### config.mk
export PLATFORM = sky130hd
export DESIGN_NAME = rv32im_decode_ctrl
export DESIGN_NICKNAME = d
export VERILOG_FILES = /design/src/rtl/rv32im_decode_ctrl.sv
export SDC_FILE = /design/constraint.sdc
export NUM_CORES = 1
export LEC_CHECK = 0
export BUFFER_PORTS_ARGS = -buffer_cell sky130_fd_sc_hd__buf_4
export CAP_MARGIN = 20
export CORE_MARGIN = 1
export CORE_UTILIZATION = 57
export DETAILED_ROUTE_END_ITERATION = 10
export PLACE_DENSITY = 0.85
export SLEW_MARGIN = 15
export SYNTH_ARGS = -nofsm -noshare
export SYNTH_HDL_FRONTEND = slang
export SYNTH_SLANG_ARGS = --single-unit
### constraint.sdc
create_clock -name clk_i -period 2.6 [get_ports clk_i]
set_clock_uncertainty 0.1 [all_clocks]
set_input_delay 0.39 -clock clk_i [delete_from_list [all_inputs] [get_ports clk_i]]
set_output_delay 0.39 -clock clk_i [all_outputs]
set_load 0.1 [all_outputs]
### src/rtl/rv32im_decode_ctrl.sv
// ---------------------------------------------------------------------------
// rv32im_decode_ctrl
//
// Sequencer for the rv32im decode stage. It gates the decode capture strobe,
// holds issue while a control-flow instruction is unresolved, flushes decode
// and fetch on a redirect or an interrupt, inserts interrupts only while the
// pipe is running, and counts stalled fetch cycles for profiling.
//
// Handshake: an instruction is accepted by decode in exactly the cycles where
// fetch_valid_i=1 and decode_ready_o=1. decode_ready_o is combinational and
// never depends on fetch_valid_i being held; fetch may drop valid at any time.
//
// Ports
//   clk_i                 clock, all state on the rising edge
//   clear_i               synchronous active-high reset
//   fetch_valid_i         fetch presents a valid instruction
//   downstream_stall_i    execute/mem/mul not ready; hold issue
//   processing_jump_i     current decode instruction is control-flow
//   jump_resolved_i       execute resolved the outstanding control-flow instr
//   jump_taken_i          qualifies jump_resolved_i: PC redirected
//   interrupt_request_i   level interrupt request
//   decode_ready_o        instruction accepted by decode this cycle
//   decode_clear_o        clear to decode (flush or reset)
//   clear_branch_stall_o  1-cycle pulse on an untaken resolve
//   fetch_flush_o         discard in-flight fetches
//   interrupt_trigger_o   1-cycle pulse; decode latches uepc
//   timeout_o             sticky: a jump wait timed out
//   stall_count_o         saturating count of valid-but-not-accepted cycles
//   dbg_state_o           one-hot state {FLUSH, JUMP_WAIT, RUN}
// ---------------------------------------------------------------------------
module rv32im_decode_ctrl #(
    parameter int FLUSH_CYCLES = 2,
    parameter int WAIT_TIMEOUT = 64,
    parameter int CNT_BITS     = 16
) (
    input  logic                clk_i,
    input  logic                clear_i,
    input  logic                fetch_valid_i,
    input  logic                downstream_stall_i,
    input  logic                processing_jump_i,
    input  logic                jump_resolved_i,
    input  logic                jump_taken_i,
    input  logic                interrupt_request_i,
    output logic                decode_ready_o,
    output logic                decode_clear_o,
    output logic                clear_branch_stall_o,
    output logic                fetch_flush_o,
    output logic                interrupt_trigger_o,
    output logic                timeout_o,
    output logic [CNT_BITS-1:0] stall_count_o,
    output logic [2:0]          dbg_state_o
);

    localparam int WT_W = $clog2(WAIT_TIMEOUT);
    localparam int FT_W = (FLUSH_CYCLES > 1) ? $clog2(FLUSH_CYCLES) : 1;

    localparam logic [WT_W-1:0] WT_LAST = WT_W'(WAIT_TIMEOUT - 1);
    localparam logic [WT_W-1:0] WT_ONE  = WT_W'(1);
    localparam logic [FT_W-1:0] FT_LAST = FT_W'(FLUSH_CYCLES - 1);
    localparam logic [FT_W-1:0] FT_ONE  = FT_W'(1);
    localparam logic [CNT_BITS-1:0] CNT_ONE = CNT_BITS'(1);

    typedef enum logic [2:0] {
        ST_RUN       = 3'b001,
        ST_JUMP_WAIT = 3'b010,
        ST_FLUSH     = 3'b100
    } state_t;

    state_t              state;
    logic [WT_W-1:0]     wait_timer;
    logic [FT_W-1:0]     flush_timer;
    logic [CNT_BITS-1:0] stall_cnt;
    logic                timeout_q;

    logic in_run;
    logic in_wait;
    logic in_flush;
    logic resolve_taken;
    logic resolve_untaken;
    logic stall_inc;

    assign in_run   = (state == ST_RUN);
    assign in_wait  = (state == ST_JUMP_WAIT);
    assign in_flush = (state == ST_FLUSH);

    // A pending interrupt blocks issue so the instruction stream is cut
    // cleanly at the point the trigger fires.
    assign decode_ready_o = in_run & fetch_valid_i & ~downstream_stall_i
                            & ~interrupt_request_i;

    // Resolves are only meaningful while a control-flow instr is in flight.
    assign resolve_taken   = in_wait & jump_resolved_i & jump_taken_i;
    assign resolve_untaken = in_wait & jump_resolved_i & ~jump_taken_i;

    // Pulses are suppressed in a reset cycle so an abandoned operation
    // never leaks a side effect into decode.
    assign interrupt_trigger_o  = in_run & interrupt_request_i & ~clear_i;
    assign clear_branch_stall_o = resolve_untaken & ~clear_i;

    assign fetch_flush_o  = in_flush;
    assign decode_clear_o = clear_i | in_flush;

    assign timeout_o     = timeout_q;
    assign stall_count_o = stall_cnt;
    assign dbg_state_o   = state;

    assign stall_inc = fetch_valid_i & ~decode_ready_o;

    always_ff @(posedge clk_i) begin
        if (clear_i) begin
            state       <= ST_RUN;
            wait_timer  <= '0;
            flush_timer <= '0;
            stall_cnt   <= '0;
            timeout_q   <= 1'b0;
        end else begin
            // Saturate rather than wrap so long stalls read as "at least max".
            if (stall_inc && !(&stall_cnt)) begin
                stall_cnt <= stall_cnt + CNT_ONE;
            end

            case (state)
                ST_RUN: begin
                    if (interrupt_request_i) begin
                        state       <= ST_FLUSH;
                        flush_timer <= '0;
                    end else if (decode_ready_o && processing_jump_i) begin
                        state      <= ST_JUMP_WAIT;
                        wait_timer <= '0;
                    end
                end

                ST_JUMP_WAIT: begin
                    // A resolve on the final wait cycle takes priority over
                    // the timeout, so timeout_o only flags genuine hangs.
                    if (resolve_taken) begin
                        state       <= ST_FLUSH;
                        flush_timer <= '0;
                    end else if (resolve_untaken) begin
                        state <= ST_RUN;
                    end else if (wait_timer == WT_LAST) begin
                        timeout_q   <= 1'b1;
                        state       <= ST_FLUSH;
                        flush_timer <= '0;
                    end else begin
                        wait_timer <= wait_timer + WT_ONE;
                    end
                end

                ST_FLUSH: begin
                    if (flush_timer == FT_LAST) begin
                        state <= ST_RUN;
                    end else begin
                        flush_timer <= flush_timer + FT_ONE;
                    end
                end

                default: begin
                    state <= ST_RUN;
                end
            endcase
        end
    end

endmodule

==> impl_metrics.ini <==
[run_status]
outcome = completed

[worst_setup_path]
slowest_stage = or4b_4
crit_arrival_ns = 1.89
r2r-start = dbg_state_o[0]
slowest_delay_ns = 0.55
crit_type = reg2out
critical_path.max_fanout = 14
required_ns = 2.11
crit_path_start_kind = flip-flop
r2r-end = stall_count_o[14]
cp_cell_sequence = or4b_4, nor3b_4, buf_4
reg2regPathDepth = 4
end_kind = output port
r2r_slack_ns = 0.56

[final_layout]
finalNetCount = 222
final_cell_mix = 34 x buf_4, 24 x dfxtp_1, 20 x a21oi_1
layout_commonest_cell = buf_4
area_delta_synth_final_pct = 21.4
nFillCells = 192
design_area_um2 = 1840
n_antenna_cell = 0
drive_gt1_frac = 0.246

[clock_tree]
cts_tree = yes
clock-root-buffer = clkbuf_4
cts_sinks = 27
cts.hold.buffers_added = 0
cts_resized = 0
cts_buffers = 3
cts_max_level = 1
post_cts_buffers = 0
clk_latency_ns = 0.33
clk_pin_slew_ns = 0.15
clk_path_buf_depth = 2

[global_route]
antenna_found_initial = 0
overflow = 0
grt_max_degree = 29
grt_usage = 0.252
grt_pass1_wl_um = 5380
grt_pass1_vias = 1239

[routing]
vias_per_cell = 6.24
drc = 0
final_antenna_net_count = 0
wl_per_cell_um = 14.4
vias = 1503
dr.pass1.iters = 4
wirelength_um = 3480
first_iter_violations = 28

[synthesis]
synth_top_cell_area_share = 0.356
synth_top_family_by_area = simple AND/OR/NAND/NOR gates
synth_ff_type = dfxtp_1
synth_largest_area_cell = dfxtp_1
synth_warnings = 0
synth-seq-cells = 27
netlist-cell-type-count = 45
synth-seq-area-share = 0.356
ys_async_sr_fraction = 0
synth_compound_area_frac = 0.236
synthesis.area_um2 = 1520
syn_inst = 181
synth_mux_area_frac = 0.0346
ys_top_cells_by_area = dfxtp_1 36%, a21oi_1 6.6%, or4_1 5.9%, o31ai_1 5.4%, nand3_1 3.3%
synth_adder_area_share = 0.0165
syn-num-nets = 191
synth_xor_xnor_area_share = 0
syn_area_per_cell_um2 = 8.39
synth_edf_count = 0
synthSimpleGateAreaFrac = 0.322

[timing]
timing.fmax_ghz = 0.421
setup_violations = 0
final_hold_viol_count = 0
period_share = 0.914
min_period_ns = 2.38
fin_setup_tns_ns = 0
rsz0062_at_grt = false
setup_ws_ns = 0.222
slew_headroom = 0.492
worst_slew_pin_slew_ns = 0.756
drv_slew = 0

[power_and_ir_drop]
seqPwrFrac = 0.555
ir_drop_uv = 459
power.leakage_nw = 0.707
p_sw_frac = 0.331
p_clk_frac = 0.234
combPwrFrac = 0.211
power.density_nw_per_um2 = 431
power_switching_mw = 0.263
p_int_mw = 0.532

[die]
io_pins = 33
rows = 18
die-area_um2 = 2870
die_h_um = 53.6
die_x_um = 53.6
start_util = 0.607
coreArea_um2 = 2500

[placement]
place_ws_ns = 0.532
dp_hpwl_um = 2510
portBuffers = 32
placed_cell_area_um2 = 1820
globalplace.congestion = 0.768

[worst_hold_path]
worstHoldPathCells = 2
holdCritPathClass = in2reg
worstHoldEndpoint = timeout_o
min_from = clear_i

[run]
maxCapViolCount = 0
## layer usage
metal,global-route usage,up-vias,routed length (um)
met2,0.473,22,1790
li1,-,761,-
met5,0,-,0
met4,0.0614,0,21
met1,0.285,715,1570
met3,0.0565,5,99
## kinds of logic after synthesis
group | count (synthesis)
and+or+nand+nor | 81
AOI/OAI and AO/OA | 53
DFF | 27
buffers and inverters | 13
muxes | 5
adders and majority gates | 2
## flip-flops by register name (all words and copies together), names as in the netlist
register / cells
timeout_o: 1
stall_count_o: 16
dbg_state_o: 3
flush_timer: 1
wait_timer: 6
## synthesized netlist by cell type (all sizes together) (5+ instances only)
cell and count:
inv 5, nand2 11, a21oi 20, or4 12, nor2 11, o21ai 8
nor3 5, dfxtp 27, o31ai 11, nand2b 6, buf 5, nand3 10
## area by class of cell
class	instances	area, um2	area share
clock buffers	4	26.3	0.0143
inverters	5	18.8	0.0102
multi-input cells	141	961	0.521
flip-flops and latches	27	544	0.295
well taps	30	37.5	0.0204
repair buffers	34	255	0.138
## critical path, delay by kind of cell (launching register included)
| family | cells | cell delay, ns |
|---|---|---|
| simple gates | 2 | 0.75 |
| flops | 1 | 0.49 |
| buf+inv | 1 | 0.31 |
## through the flow
step                      cells  total power [mW]  utilization  hold slack, ns
after CTS                   241             0.796        0.737           0.332
after detailed placement    237             0.616        0.727           0.390
after floorplan             181             0.577            -           0.355
final                       241             0.795        0.737           0.328
after global placement      237             0.613        0.727           0.352
after global routing        241             0.822        0.737           0.332
## worst max path at each step
stage | from | endpoint | slack, ns
floorplan | dbg_state_o[0] | decode_ready_o | 0.005
global placement | interrupt_request_i | decode_ready_o | 0.55
detailed placement | interrupt_request_i | stall_count_o[14] | 0.53
CTS | dbg_state_o[0] | decode_ready_o | 0.23
global route | dbg_state_o[0] | decode_ready_o | 0.14
finish | dbg_state_o[0] | decode_ready_o | 0.22
## power by group through the flow
stage,Clock [mW],Sequential (mW),Combinational (mW)
global route,0.202,0.444,0.176
finish,0.186,0.441,0.167
detailed placement,0,0.450,0.166
global placement,0,0.448,0.165
floorplan,0,0.487,0.0903
CTS,0.189,0.441,0.167
No activity file was read; power rests on OpenSTA's default activity.
